[src/rtl/program_loader_pkg.sv]
// rtl/program_loader_pkg.sv - shared types and constants for the boot program loader
package program_loader_pkg;

  // Loader sequencing states
  typedef enum logic [3:0] {
    S_IDLE,
    S_HDR_BASE,
    S_HDR_COUNT,
    S_LOAD,
    S_CHECK,
    S_VERIFY_RD,
    S_VERIFY_WAIT,
    S_VERIFY_ACC,
    S_DONE,
    S_ERROR
  } state_t;

  localparam logic [1:0] ERR_NONE   = 2'd0;
  localparam logic [1:0] ERR_HDR    = 2'd1;
  localparam logic [1:0] ERR_SUM    = 2'd2;
  localparam logic [1:0] ERR_VERIFY = 2'd3;

  // Header words carry a 28-bit field in a 32-bit word; the top nibble must be zero
  localparam int HDR_WORD_BITS  = 32;
  localparam int HDR_FIELD_BITS = 28;

  function automatic logic hdr_ok(input logic [HDR_WORD_BITS-1:0] word);
    return word[HDR_WORD_BITS-1:HDR_FIELD_BITS] == '0;
  endfunction

endpackage

[src/rtl/loader_checksum.sv]
// rtl/loader_checksum.sv - clear/accumulate sum register, wraps modulo 2^WIDTH
module loader_checksum #(
  parameter int WIDTH = 32
) (
  input  logic             clock,
  input  logic             reset,
  input  logic             clear,
  input  logic             accumulate,
  input  logic [WIDTH-1:0] value,
  output logic [WIDTH-1:0] sum
);

  // Clear has priority so a new load always starts from zero
  always_ff @(posedge clock) begin
    if (reset || clear) sum <= '0;
    else if (accumulate) sum <= sum + value;
  end

endmodule

[src/rtl/program_loader.sv]
// rtl/program_loader.sv - framed stream to RAM loader with optional read-back verify
module program_loader
  import program_loader_pkg::*;
#(
  parameter int ADDR_WIDTH = 28,
  parameter int DATA_WIDTH = 32,
  parameter int VERIFY     = 1
) (
  input  logic                  clock,
  input  logic                  reset,
  input  logic                  start,
  input  logic                  in_valid,
  output logic                  in_ready,
  input  logic [DATA_WIDTH-1:0] in_data,
  output logic [ADDR_WIDTH-1:0] ram_addr,
  output logic [DATA_WIDTH-1:0] ram_wdata,
  input  logic [DATA_WIDTH-1:0] ram_rdata,
  output logic                  ram_cs,
  output logic                  ram_we,
  output logic                  ram_oe,
  output logic                  busy,
  output logic                  done,
  output logic [1:0]            err_code,
  output logic                  cpu_start,
  output logic [ADDR_WIDTH-1:0] start_pc
);

  state_t state, next_state;

  logic                  accept, start_take;
  logic [ADDR_WIDTH-1:0] base_q, count_q, idx_q, idx_next;
  logic [DATA_WIDTH-1:0] stream_sum, verify_sum;

  logic                  in_ready_d, busy_d, done_d, cpu_start_d;
  logic                  cs_d, we_d, oe_d;
  logic [ADDR_WIDTH-1:0] addr_d, pc_d;
  logic [DATA_WIDTH-1:0] wdata_d;
  logic [1:0]            err_d;

  assign accept     = in_valid && in_ready;
  assign start_take = start && (state == S_IDLE || state == S_DONE || state == S_ERROR);
  assign idx_next   = idx_q + ADDR_WIDTH'(1);

  loader_checksum #(.WIDTH(DATA_WIDTH)) u_stream_sum (
    .clock      (clock),
    .reset      (reset),
    .clear      (start_take),
    .accumulate (state == S_LOAD && accept),
    .value      (in_data),
    .sum        (stream_sum)
  );

  loader_checksum #(.WIDTH(DATA_WIDTH)) u_verify_sum (
    .clock      (clock),
    .reset      (reset),
    .clear      (start_take),
    .accumulate (state == S_VERIFY_WAIT),
    .value      (ram_rdata),
    .sum        (verify_sum)
  );

  // State register
  always_ff @(posedge clock) begin
    if (reset) state <= S_IDLE;
    else       state <= next_state;
  end

  // Next-state decode; VERIFY_ACC doubles as the loop head so an empty image still compares
  always_comb begin
    next_state = state;
    case (state)
      S_IDLE, S_DONE, S_ERROR: next_state = start ? S_HDR_BASE : S_IDLE;
      S_HDR_BASE:    if (accept) next_state = hdr_ok(in_data) ? S_HDR_COUNT : S_ERROR;
      S_HDR_COUNT:   if (accept) begin
                       if (!hdr_ok(in_data))                   next_state = S_ERROR;
                       else if (in_data[ADDR_WIDTH-1:0] == '0) next_state = S_CHECK;
                       else                                    next_state = S_LOAD;
                     end
      S_LOAD:        if (accept && idx_next == count_q) next_state = S_CHECK;
      S_CHECK:       if (accept) begin
                       if (in_data != stream_sum) next_state = S_ERROR;
                       else if (VERIFY != 0)      next_state = S_VERIFY_ACC;
                       else                       next_state = S_DONE;
                     end
      S_VERIFY_RD:   next_state = S_VERIFY_WAIT;
      S_VERIFY_WAIT: next_state = S_VERIFY_ACC;
      S_VERIFY_ACC:  if (idx_q == count_q) next_state = (verify_sum == stream_sum) ? S_DONE : S_ERROR;
                     else                  next_state = S_VERIFY_RD;
      default:       next_state = S_IDLE;
    endcase
  end

  // Header capture and the word index shared by the load and verify passes
  always_ff @(posedge clock) begin
    if (reset) begin
      base_q  <= '0;
      count_q <= '0;
      idx_q   <= '0;
    end else begin
      case (state)
        S_HDR_BASE:    if (accept) base_q <= in_data[ADDR_WIDTH-1:0];
        S_HDR_COUNT:   if (accept) begin
                         count_q <= in_data[ADDR_WIDTH-1:0];
                         idx_q   <= '0;
                       end
        S_LOAD:        if (accept) idx_q <= idx_next;
        S_CHECK:       if (accept) idx_q <= '0;
        S_VERIFY_WAIT: idx_q <= idx_next;
        default:       ;
      endcase
    end
  end

  // Next values for every registered output
  always_comb begin
    in_ready_d  = next_state inside {S_HDR_BASE, S_HDR_COUNT, S_LOAD, S_CHECK};
    busy_d      = !(next_state inside {S_IDLE, S_DONE, S_ERROR});
    cs_d        = 1'b0;
    we_d        = 1'b0;
    oe_d        = 1'b1;
    addr_d      = ram_addr;
    wdata_d     = ram_wdata;
    done_d      = done;
    err_d       = err_code;
    cpu_start_d = 1'b0;
    pc_d        = start_pc;
    if (start_take) begin
      done_d = 1'b0;
      err_d  = ERR_NONE;
    end
    if (state == S_LOAD && accept) begin
      cs_d    = 1'b1;
      we_d    = 1'b1;
      oe_d    = 1'b0;
      addr_d  = base_q + idx_q;
      wdata_d = in_data;
    end
    if (next_state == S_VERIFY_RD) begin
      cs_d   = 1'b1;
      addr_d = base_q + idx_q;
    end
    if (next_state == S_DONE) begin
      done_d      = 1'b1;
      cpu_start_d = 1'b1;
      pc_d        = base_q;
    end
    if (next_state == S_ERROR) begin
      done_d = 1'b0;
      case (state)
        S_CHECK:      err_d = ERR_SUM;
        S_VERIFY_ACC: err_d = ERR_VERIFY;
        default:      err_d = ERR_HDR;
      endcase
    end
  end

  // Output registers
  always_ff @(posedge clock) begin
    if (reset) begin
      in_ready  <= 1'b0;
      busy      <= 1'b0;
      done      <= 1'b0;
      cpu_start <= 1'b0;
      ram_cs    <= 1'b0;
      ram_we    <= 1'b0;
      ram_oe    <= 1'b1;
      ram_addr  <= '0;
      ram_wdata <= '0;
      start_pc  <= '0;
      err_code  <= ERR_NONE;
    end else begin
      in_ready  <= in_ready_d;
      busy      <= busy_d;
      done      <= done_d;
      cpu_start <= cpu_start_d;
      ram_cs    <= cs_d;
      ram_we    <= we_d;
      ram_oe    <= oe_d;
      ram_addr  <= addr_d;
      ram_wdata <= wdata_d;
      start_pc  <= pc_d;
      err_code  <= err_d;
    end
  end

endmodule

[config.mk]
export PLATFORM = sky130hd
export DESIGN_NAME = program_loader
export DESIGN_NICKNAME = d
export VERILOG_FILES = /design/src/rtl/program_loader_pkg.sv /design/src/rtl/loader_checksum.sv /design/src/rtl/program_loader.sv
export SDC_FILE = /design/constraint.sdc
export NUM_CORES = 1
export LEC_CHECK = 0
export ABC_AREA = 1
export ABC_CLOCK_PERIOD_IN_PS = 2700
export CAP_MARGIN = 40
export CELL_PAD_IN_SITES_DETAIL_PLACEMENT = 0
export CELL_PAD_IN_SITES_GLOBAL_PLACEMENT = 1
export CORE_ASPECT_RATIO = 1.2
export CORE_MARGIN = 2
export CORE_UTILIZATION = 35
export CTS_CLUSTER_SIZE = 8
export DETAILED_ROUTE_END_ITERATION = 12
export PLACE_DENSITY = 0.71
export SYNTH_ARGS = -nofsm -noshare
export SYNTH_HDL_FRONTEND = slang
export SYNTH_HIERARCHICAL = 1
export SYNTH_SLANG_ARGS = --single-unit
[constraint.sdc]
create_clock -name clock -period 2.7 [get_ports clock]
set_input_delay 0.675 -clock clock [delete_from_list [all_inputs] [get_ports clock]]
set_output_delay 0.675 -clock clock [all_outputs]
set_load 0.1 [all_outputs]
==> flow_metrics.env, run 1 <==
export IMPL_slew_headroom_pct=57.30
export IMPL_netlist_area_sq_um=18140
export IMPL_clock_power_share_pct=47.5
export IMPL_min_period_ns=2.634
export IMPL_dr_pass1_iters=5
export IMPL_synth_top_area_share_pct=27.48
export IMPL_detail_route_antenna_nets=0
export IMPL_yosysMostFrequentCell="nand2_1"
export IMPL_antenna_found_initial=1
export IMPL_max_freq_mhz=379.6
export IMPL_row_count=91
export IMPL_ys_warnings_count=6
export IMPL_critical_path_class="register to register"
export IMPL_syn2layout_area_growth_pct=32.47
export IMPL_diodes=0
export IMPL_clkSlewWorstSetupHoldPaths_ns=0.05
export IMPL_drive_gt1_share_pct=19.12
export IMPL_wire_per_inst_um=18.15
export IMPL_routed_wl_um=74640
export IMPL_timing_final_max_slew_violations=0
export IMPL_io_buffers=164
export IMPL_rsz0062_at_grt="yes"
export IMPL_synth_top_family_by_area="simple AND/OR/NAND/NOR gates"
export IMPL_ios=165
export IMPL_intPower_mw=6.675
export IMPL_placed_cell_area_sq_um=22380
export IMPL_switching_share_pct=27.41
export IMPL_synth_top_flop_cell="dfxtp_1"
export IMPL_cts_root_buf="clkbuf_16"
export IMPL_final_area_sq_um=24030
export IMPL_synthAdderAreaFrac_pct=6.539
export IMPL_htreeDepth=2
export IMPL_ys_top_cells_by_count="812 x nand2_1, 472 x inv_1, 373 x nor2_1"
export IMPL_setup_worst_path_start="idx_q[0]"
export IMPL_pre_cts_slack_ns=-0.5927
export IMPL_syn_area_per_cell_sq_um=6.118
export IMPL_finalCritPeriodShare_pct=97.57
export IMPL_dp_hpwl_um=59560
export IMPL_synth_cell_types=49
export IMPL_min_from="count_q[17]"
export IMPL_drc=0
export IMPL_p_per_area_nw_per_um2=382.7
export IMPL_synth_xor_area_share_pct=6.857
export IMPL_r2r_start="idx_q[0]"
export IMPL_grt_pass1_vias=19338
export IMPL_synthesis_nets=3126
export IMPL_setup_viol=0
export IMPL_ir_drop_mv=0.3658
export IMPL_muxShareOfSynthArea_pct=0
export IMPL_initial_core_util_pct=35.32
export IMPL_worstSetupEndpointType="register"
export IMPL_hold_viol_final=0
export IMPL_final_nets=3567
export IMPL_grt_start_max_net_pins=50
export IMPL_maxCapViolations=0
export IMPL_cp_arrival_ns=3.08
export IMPL_seqPwrFrac_pct=40.5
export IMPL_vias=19760
export IMPL_whs_ns=0.4708
export IMPL_async_flop_share_pct=0
export IMPL_gp_congestion=0.9437
export IMPL_multiInputGateArea_sq_um=11330
export IMPL_status="finished clean"
export IMPL_yosysTopAreaCell="dfxtp_1"
export IMPL_clockBufferDepth=3
export IMPL_cp_start_kind="register"
export IMPL_p_comb_share_pct=12.0
export IMPL_viasPerCell=4.805
export IMPL_p_leak_nw=12.36
export IMPL_tns_ns=0
export IMPL_tritoncts="done"
export IMPL_setup_slack_ns=0.06564
export IMPL_synthSimpleGateAreaFrac_pct=37.37
export IMPL_die_y_um=253.4
export IMPL_clock_sinks=249
export IMPL_drt_iter0_drc=1033
export IMPL_yosys_register_bits=249
export IMPL_cts_buffers=38
export IMPL_synth_edf_count=0
export IMPL_seqCellArea_sq_um=5014
export IMPL_min_path_type="register to register"
export IMPL_core_sq_um=51350
export IMPL_syn_inst=2965
export IMPL_tightest_slew_ns=0.6395
export IMPL_grt_overflow_total=0
export IMPL_dieArea_sq_um=53670
export IMPL_fp_dieW_um=211.8
export IMPL_ys_seq_area_share_pct=27.48
export IMPL_critical_path_required_ns=3.15
export IMPL_skew_ns=0.01963
export IMPL_clk_latency_ns=0.56
export IMPL_switchingPower_mw=2.521
export IMPL_grt_usage_pct=27.71
export IMPL_cp_max_fo=15
export IMPL_grt_pass1_wl_um=112000
export IMPL_ys_top_cells_by_area="dfxtp_1 27%, nand2_1 17%, inv_1 9.8%, nor2_1 7.7%, ha_1 6.2%"
export IMPL_num_fill_cells=5417
export IMPL_synth_compound_area_share_pct=9.843
==> worst paths after layout <==
path                 end  cells after the start  slack (ns)
min reg2reg  count_q[17]                      2        0.47
max          start_pc[0]                     20        0.07
min          count_q[17]                      2        0.47
max reg2reg  start_pc[0]                     20        0.07
==> cells by family (layout without fill, tap and decap cells) <==
family	count (synthesis)	after routing
simple gates	1588	1588
buf+inv	555	1005
compound gates	338	338
flops	249	249
xor+xnor	142	142
fa+ha+maj	93	93
==> sequential cells by signal, indices dropped and copies added (netlist names), 2 cells and up <==
| name | count |
|---|---|
| base_q | 28 |
| count_q | 28 |
| err_code | 2 |
| idx_q | 28 |
| ram_addr | 28 |
| ram_wdata | 32 |
| start_pc | 28 |
| state | 4 |
| u_stream_sum/sum | 32 |
| u_verify_sum/sum | 32 |
==> layer usage <==
metal  GRT usage [%]  up-vias  wire (um)
li1                -    10153          -
met5               0        -         17
met3           3.299      134       2681
met4           11.25        2       3013
met1           30.91     9049      29910
met2           52.75      422      39010
==> placed cells by master, fill, tap and decap left out, types with 11 or more instances in the layout <==
cell type,synthesis,final
clkdlybuf4s50_1,0,65
nand2_1,812,791
o21ai_0,120,117
o21ai_1,9,11
inv_1,472,468
nand3_2,11,17
o21bai_1,12,11
xor2_1,69,69
dfxtp_1,249,228
nor2_1,373,353
nor2_2,38,46
a21oi_1,172,170
clkbuf_16,0,40
nand4_1,37,37
nand3_1,222,214
nand2_2,35,50
dfxtp_2,0,20
buf_4,3,392
nor3_1,20,17
ha_1,90,89
xnor2_1,73,72
nor2_4,4,16
==> through the flow <==
stage               cells  utilization, %  power [mW]
global placement     4044           43.59       4.874
floorplan            2965               -       4.314
CTS                  4104           46.19       9.300
detailed placement   4044           43.59       4.874
global route         4112           46.79       9.513
finish               4112           46.79       9.196
==> final cells by class <==
class | count | share of cell area [%]
multi-input cells | 2161 | 47.15
clock inverters | 5 | 0.1927
inverters | 478 | 7.478
flip-flops and latches | 249 | 20.87
well taps | 697 | 3.629
clock buffers | 44 | 4.093
repair buffers | 478 | 16.60
==> power by group through the flow <==
stage | clock (mW) | combinational [mW] | sequential, mW
2_1_floorplan | 0 | 0.417 | 3.90
3_3_place_gp | 0 | 1.07 | 3.80
3_5_place_dp | 0 | 1.07 | 3.80
4_1_cts | 4.48 | 1.09 | 3.73
5_1_grt | 4.60 | 1.18 | 3.73
6_report | 4.37 | 1.10 | 3.73
==> worst max-delay path: stages, from the launching register on <==
cell	delay, ns
dfxtp_4	0.37
buf_6	0.12
buf_6	0.10
inv_4	0.03
nor2_4	0.20
nand2_4	0.12
buf_4	0.15
o21ai_1	0.12
nand2_1	0.08
nor2_1	0.09
nand2_1	0.05
nor2_1	0.11
nand2_2	0.09
nor2_4	0.10
nand3_2	0.08
nand2_2	0.10
nand4_4	0.09
buf_12	0.18
buf_16	0.18
nor2_1	0.10
nor2_1	0.05
==> repair_timing <==
item	CTS	global route
endpoints found under the setup margin	38	38
gates resized for setup	51	67
hold buffers	0	0
setup buffers	8	6
pin swaps	11	20
gates cloned	3	2
No activity file was read; power rests on OpenSTA's default activity.
==> inputs of run 2 (changes only) <==
Settings changed: HOLD_SLACK_MARGIN set to 0.03.
==> results of run 2 <==
No change in the layout: final DEF, timing and power equal those of run 1.
==> inputs of run 3 (changes only) <==
Settings changed: CAP_MARGIN 40 to 10.
==> results of run 3 <==
No change in the layout: final DEF, timing and power equal those of run 1.
